File: config.mk
export PLATFORM = sky130hd
export DESIGN_NAME = pipeline_stall_ctrl
export DESIGN_NICKNAME = d
export VERILOG_FILES = /design/src/rtl/pipeline_stall_ctrl.sv
export SDC_FILE = /design/constraint.sdc
export NUM_CORES = 1
export LEC_CHECK = 0
export CELL_PAD_IN_SITES_DETAIL_PLACEMENT = 1
export CELL_PAD_IN_SITES_GLOBAL_PLACEMENT = 1
export CORE_MARGIN = 2
export CORE_UTILIZATION = 28
export CTS_BUF_LIST = sky130_fd_sc_hd__clkbuf_4 sky130_fd_sc_hd__clkbuf_8 sky130_fd_sc_hd__clkbuf_16
export DETAILED_ROUTE_END_ITERATION = 8
export PLACE_DENSITY_LB_ADDON = 0.25
export RECOVER_POWER = 25
export SETUP_SLACK_MARGIN = 0.3
export SYNTH_ARGS = -nofsm -noshare
export SYNTH_HDL_FRONTEND = slang
export SYNTH_SLANG_ARGS = --single-unit
File: constraint.sdc
create_clock -name clk -period 1.09 [get_ports clk]
set_input_delay 0.1635 -clock clk [delete_from_list [all_inputs] [get_ports clk]]
set_output_delay 0.1635 -clock clk [all_outputs]
set_load 0.005 [all_outputs]
File: src/rtl/pipeline_stall_ctrl.sv
// Purpose: central stall controller; merges IF/ID/EX/MEM stall causes into a prefix stall vector, owns MDU counter and MEM watchdog.
// Latency: stall and mdu_done are combinational from inputs/state (zero cycles); mem_timeout is registered (one cycle).
// Backpressure: the highest active stage cause stalls itself and every earlier stage; a MEM wait is force-released after MEM_TIMEOUT cycles.
module pipeline_stall_ctrl #(
    parameter int MDU_LATENCY = 4,
    parameter int MEM_TIMEOUT = 16
) (
    input  logic       clk,
    input  logic       rst,
    input  logic       rom_en,
    input  logic       rom_ready,
    input  logic       id_load_use,
    input  logic       ex_mdu_start,
    input  logic       ram_en,
    input  logic       ram_ready,
    output logic [4:0] stall,
    output logic       mdu_busy,
    output logic       mdu_done,
    output logic       mem_timeout
);

    localparam int MCW = $clog2(MDU_LATENCY + 1);
    localparam int WCW = $clog2(MEM_TIMEOUT);
    localparam logic [MCW-1:0] MDU_LOAD = MCW'(MDU_LATENCY - 1);
    localparam logic [MCW-1:0] MDU_ONE  = MCW'(1);
    localparam logic [WCW-1:0] WAIT_MAX = WCW'(MEM_TIMEOUT - 1);
    localparam logic [WCW-1:0] WAIT_ONE = WCW'(1);

    typedef enum logic [1:0] {
        MDU_IDLE,
        MDU_BUSY,
        MDU_DONE
    } mdu_state_t;

    mdu_state_t     mdu_state;
    mdu_state_t     mdu_state_nxt;
    logic [MCW-1:0] mdu_cnt;
    logic [MCW-1:0] mdu_cnt_nxt;
    logic [WCW-1:0] wait_cnt;
    logic           mem_timeout_q;

    logic           if_req;
    logic           id_req;
    logic           ex_req;
    logic           mem_req;
    logic [4:0]     stall_raw;

    // Stall causes; each cause holds its own stage and everything upstream.
    always_comb begin
        if_req    = rom_en & ~rom_ready;
        id_req    = id_load_use;
        ex_req    = ((mdu_state == MDU_IDLE) & ex_mdu_start) | (mdu_state == MDU_BUSY);
        mem_req   = ram_en & ~ram_ready & ~mem_timeout_q;
        stall_raw = ({5{if_req}}  & 5'b00011)
                  | ({5{id_req}}  & 5'b00111)
                  | ({5{ex_req}}  & 5'b01111)
                  | ({5{mem_req}} & 5'b11111);
    end

    // Outputs are forced quiet while reset is held, independent of state.
    always_comb begin
        stall       = rst ? stall_raw : 5'b0;
        mdu_busy    = rst & (mdu_state != MDU_IDLE);
        mdu_done    = rst & (mdu_state == MDU_DONE);
        mem_timeout = rst & mem_timeout_q;
    end

    // MDU next-state: hold EX for MDU_LATENCY cycles, then present the result;
    // DONE is held while MEM stalls so the same instruction cannot restart.
    always_comb begin
        mdu_state_nxt = mdu_state;
        mdu_cnt_nxt   = mdu_cnt;
        case (mdu_state)
            MDU_IDLE: begin
                if (ex_mdu_start) begin
                    mdu_cnt_nxt   = MDU_LOAD;
                    mdu_state_nxt = MDU_BUSY;
                end
            end
            MDU_BUSY: begin
                if (mdu_cnt == MDU_ONE) begin
                    mdu_state_nxt = MDU_DONE;
                end else begin
                    mdu_cnt_nxt = mdu_cnt - MDU_ONE;
                end
            end
            MDU_DONE: begin
                if (!mem_req) begin
                    mdu_state_nxt = MDU_IDLE;
                end
            end
            default: begin
                mdu_state_nxt = MDU_IDLE;
            end
        endcase
    end

    // MDU state register.
    always_ff @(posedge clk) begin
        if (!rst) begin
            mdu_state <= MDU_IDLE;
            mdu_cnt   <= '0;
        end else begin
            mdu_state <= mdu_state_nxt;
            mdu_cnt   <= mdu_cnt_nxt;
        end
    end

    // Data-memory watchdog: count consecutive wait cycles, pulse a release after MEM_TIMEOUT.
    always_ff @(posedge clk) begin
        if (!rst) begin
            wait_cnt      <= '0;
            mem_timeout_q <= 1'b0;
        end else if (mem_req) begin
            if (wait_cnt == WAIT_MAX) begin
                wait_cnt      <= '0;
                mem_timeout_q <= 1'b1;
            end else begin
                wait_cnt      <= wait_cnt + WAIT_ONE;
                mem_timeout_q <= 1'b0;
            end
        end else begin
            wait_cnt      <= '0;
            mem_timeout_q <= 1'b0;
        end
    end

endmodule

==> out/summary.json <==
{
  "status": {
    "run_status": "complete, but fails checks",
    "violations": "setup timing"
  },
  "worst_hold_path": {
    "hold_path_depth": 3,
    "hold-path-endpoint": "mdu_cnt[2]",
    "hold_start": "rst",
    "worstHoldPathType": "in2reg"
  },
  "timing": {
    "fmax_ghz": 0.676,
    "finalWorstSetupSlack_ns": -0.390,
    "finClkSkew_ns": 0.00134,
    "grt_setup_unrepaired": "yes",
    "timing.final.max_slew_violations": 0,
    "post-route-period-util_pct": 136,
    "period_minus_slack_ns": 1.48,
    "hold_viol": 0,
    "tightest_slew_ns": 0.252,
    "timing.hold.ws_ns": 0.369,
    "timing.final.setup_violations": 16,
    "worst_max_slew_margin_expressed_relative_to_the_limit_pct": 83.1
  },
  "global_route": {
    "global_route.usage.total_pct": 16.9,
    "grt_max_degree": 10,
    "grt_pass1_wl_mm": 2.42,
    "grt_antenna_before_repair": 0,
    "first_global_vias": 540,
    "grt_remaining_overflow": 0
  },
  "place": {
    "place.port_buffers": 15,
    "place.gp.congestion": 0.675,
    "place_hpwl_mm": 1.01
  },
  "power_and_ir_drop": {
    "design_power_total_mw": 0.998,
    "p_sw_share_pct": 29.0,
    "cell_internal_pwr_mw": 0.708,
    "combPwrFrac_pct": 32.2,
    "leakage_nw": 0.432,
    "powerDensity_nw_per_um2": 999,
    "sequentialPowerShare_pct": 41.6,
    "clock_power_share_pct": 26.2,
    "ir_drop_mv": 0.559,
    "switchingPower_mw": 0.290
  },
  "drt": {
    "route.antenna.remaining_nets": 0,
    "drt_pre_antenna_iters": 2,
    "wl_met3_um": 45,
    "met2WireLength_um": 982,
    "drt_wl_total_mm": 1.68,
    "drt-wirelength-per-cell_um": 14.2,
    "post_drt_via_cell_ratio": 4.58,
    "first_iter_violations": 3,
    "drcViolationCount": 0,
    "via_count": 541,
    "routed.top_layer": "met4",
    "met1Wirelength_um": 610
  },
  "cts": {
    "clock_tree.root_cell": "sky130_fd_sc_hd__clkbuf_4",
    "numClockSinks": 10,
    "max_h_tree_level": 1,
    "worst_setup_hold_path_clk_slew_ns": 0.07,
    "cts_tree": "done",
    "cts_buffers": 3,
    "cts-hold-fix-buffers": 0,
    "insertion_delay_ns": 0.27,
    "cts.path.max_buffers": 2
  },
  "setup_path": {
    "cpLargestDelayFamily": "flip-flops",
    "critPathLaunchType": "register",
    "path_max_fanout": 2,
    "cp.arrival_ns": 1.32,
    "timing.setup.critical_path_class": "reg2out",
    "r2r_slack_ns": -0.29,
    "ff2ff_path_depth": 8,
    "worst_path_largest_cell_delay_ns": 0.36,
    "crit-reg2reg-capture": "wait_cnt[0]",
    "regToRegStartpoint": "mem_timeout_q",
    "end_kind": "output port",
    "timing.critical_path.cells": "nor3b_4 -> nand2b_4 -> buf_6 -> o31a_1 -> buf_2",
    "critical_path.n_buffers_inverters": 2,
    "slowest_stage": "sky130_fd_sc_hd__dfxtp_2",
    "worst_ep_required_time_ns": 0.93
  },
  "synth": {
    "dominantRegCellSynth": "sky130_fd_sc_hd__dfxtp_1",
    "synthDominantAreaCellType": "sky130_fd_sc_hd__dfxtp_1",
    "synth-seq-cells": 10,
    "syn_avg_cell_area_um2": 8.76,
    "syn-num-nets": 70,
    "asyncSetResetFlopFracSynth_pct": 0,
    "synth.top_cell.area_share_pct": 38.7,
    "synth_enable_flop_cells": 0,
    "yosysSeqAreaShare_pct": 38.7,
    "syn-instance-count": 59,
    "synth.lib_cells_used.distinct": 25,
    "synth.cells.most_frequent": "10 x sky130_fd_sc_hd__dfxtp_1, 6 x sky130_fd_sc_hd__inv_1, 4 x sky130_fd_sc_hd__a21oi_1",
    "top_area_cells_in_the_synthesized_netlist": "sky130_fd_sc_hd__dfxtp_1 39%, sky130_fd_sc_hd__ha_1 7.3%, sky130_fd_sc_hd__inv_1 4.4%",
    "syn_area_um2": 517,
    "ys.warnings.count": 0,
    "post-synth-top-count-cell": "sky130_fd_sc_hd__dfxtp_1"
  },
  "final_layout": {
    "nets": 106,
    "area_growth_syn_to_layout_pct": 93.2,
    "layout-drive-gt1-share_pct": 64.5,
    "antenna_cells_inserted": 0
  },
  "floorplanning": {
    "num_rows": 15,
    "die_area_um2": 2210,
    "die_h_um": 47.0,
    "die_x_um": 47.0,
    "initial_core_util_pct": 29.9,
    "floorplan.core_area_um2": 1730,
    "num_io_pins": 16
  },
  "flow_run": {
    "max_cap_violations": 0
  }
}
[registers in the layout (all words and copies together) (netlist names)]
signal,count
mdu_cnt,3
mdu_state,2
mem_timeout_q,1
wait_cnt,4
[worst min-delay path, cell delays in order]
cell and delay, ns:
sky130_fd_sc_hd__clkdlybuf4s15_2 0.27, sky130_fd_sc_hd__o31ai_1 0.12, sky130_fd_sc_hd__a21oi_2 0.04
[cells in the final DEF, fill, tap and decap left out, types with 2 or more instances in the layout]
cell type                          n
sky130_fd_sc_hd__buf_6            13
sky130_fd_sc_hd__buf_4             8
sky130_fd_sc_hd__dfxtp_2           6
sky130_fd_sc_hd__buf_2             5
sky130_fd_sc_hd__inv_2             4
sky130_fd_sc_hd__a21oi_2           3
sky130_fd_sc_hd__ha_4              3
sky130_fd_sc_hd__clkbuf_4          3
sky130_fd_sc_hd__dlygate4sd2_1     3
sky130_fd_sc_hd__clkdlybuf4s50_1   3
sky130_fd_sc_hd__dfxtp_1           3
sky130_fd_sc_hd__and2_4            2
sky130_fd_sc_hd__o21a_1            2
sky130_fd_sc_hd__nor2_1            2
sky130_fd_sc_hd__nor2b_4           2
sky130_fd_sc_hd__nand3_1           2
sky130_fd_sc_hd__o211a_1           2
sky130_fd_sc_hd__inv_1             2
[how the worst max path moves through the flow]
stage                  start       end  slack, ns  cells past startpoint
2_1_floorplan   mdu_state[0]  stall[1]      -0.08                      4
3_3_place_gp    ex_mdu_start  stall[0]      -0.69                      5
3_5_place_dp    ex_mdu_start  stall[0]      -0.72                      5
4_1_cts         mdu_state[0]  stall[0]      -0.41                      5
5_1_grt        mem_timeout_q  stall[0]      -0.46                      5
6_report       mem_timeout_q  stall[0]      -0.39                      5
[metrics by stage]
step	instances	instance area, µm²	utilization [%]	setup TNS (ns)	setup WS [ns]
finish	118	998	57.8	-3.37	-0.390
global route	118	998	57.8	-4.27	-0.463
CTS	115	952	55.1	-2.22	-0.406
detailed placement	105	823	47.7	-7.92	-0.724
global placement	105	823	47.7	-7.51	-0.692
floorplan	59	593	-	-0.0796	-0.0796
[cell type report]
type / instances / area (µm²)
Timing Repair Buffer: 33 / 299
Multi-Input combinational cell: 41 / 412
Tap cell: 25 / 31.3
Sequential cell: 10 / 211
Inverter: 6 / 22.5
Fill cell: 207 / 728
Clock buffer: 3 / 22.5
[repair_timing]
| item | CTS | global route |
|---|---|---|
| gates resized for setup | 65 | 5 |
| gates cloned | 0 | 0 |
| setup buffers | 7 | 3 |
| pin swaps | 12 | 2 |
| endpoints found under the setup margin | 18 | 18 |
[power groups by stage]
stage | logic (mW) | clock network (mW) | registers [mW]
floorplan | 0.135 | 0 | 0.425
global placement | 0.245 | 0 | 0.423
detailed placement | 0.249 | 0 | 0.424
CTS | 0.293 | 0.273 | 0.417
global route | 0.351 | 0.300 | 0.418
finish | 0.321 | 0.262 | 0.415
[per-layer routing]
metal,vias to the layer above,track usage [%]
li1,271,-
met1,256,17.2
met2,8,30.4
met3,6,3.46
met4,0,11.7
met5,-,0
[kinds of logic after synthesis]
kind of cell	after synthesis	share of synthesized area, %
xor gates and xnor gates	1	1.70
adders and majority gates	3	7.26
DFF	10	38.7
buffers and inverters	8	6.54
AOI/OAI and AO/OA	15	21.6
and+or+nand+nor	22	24.2
No activity file was read; power rests on OpenSTA's default activity.
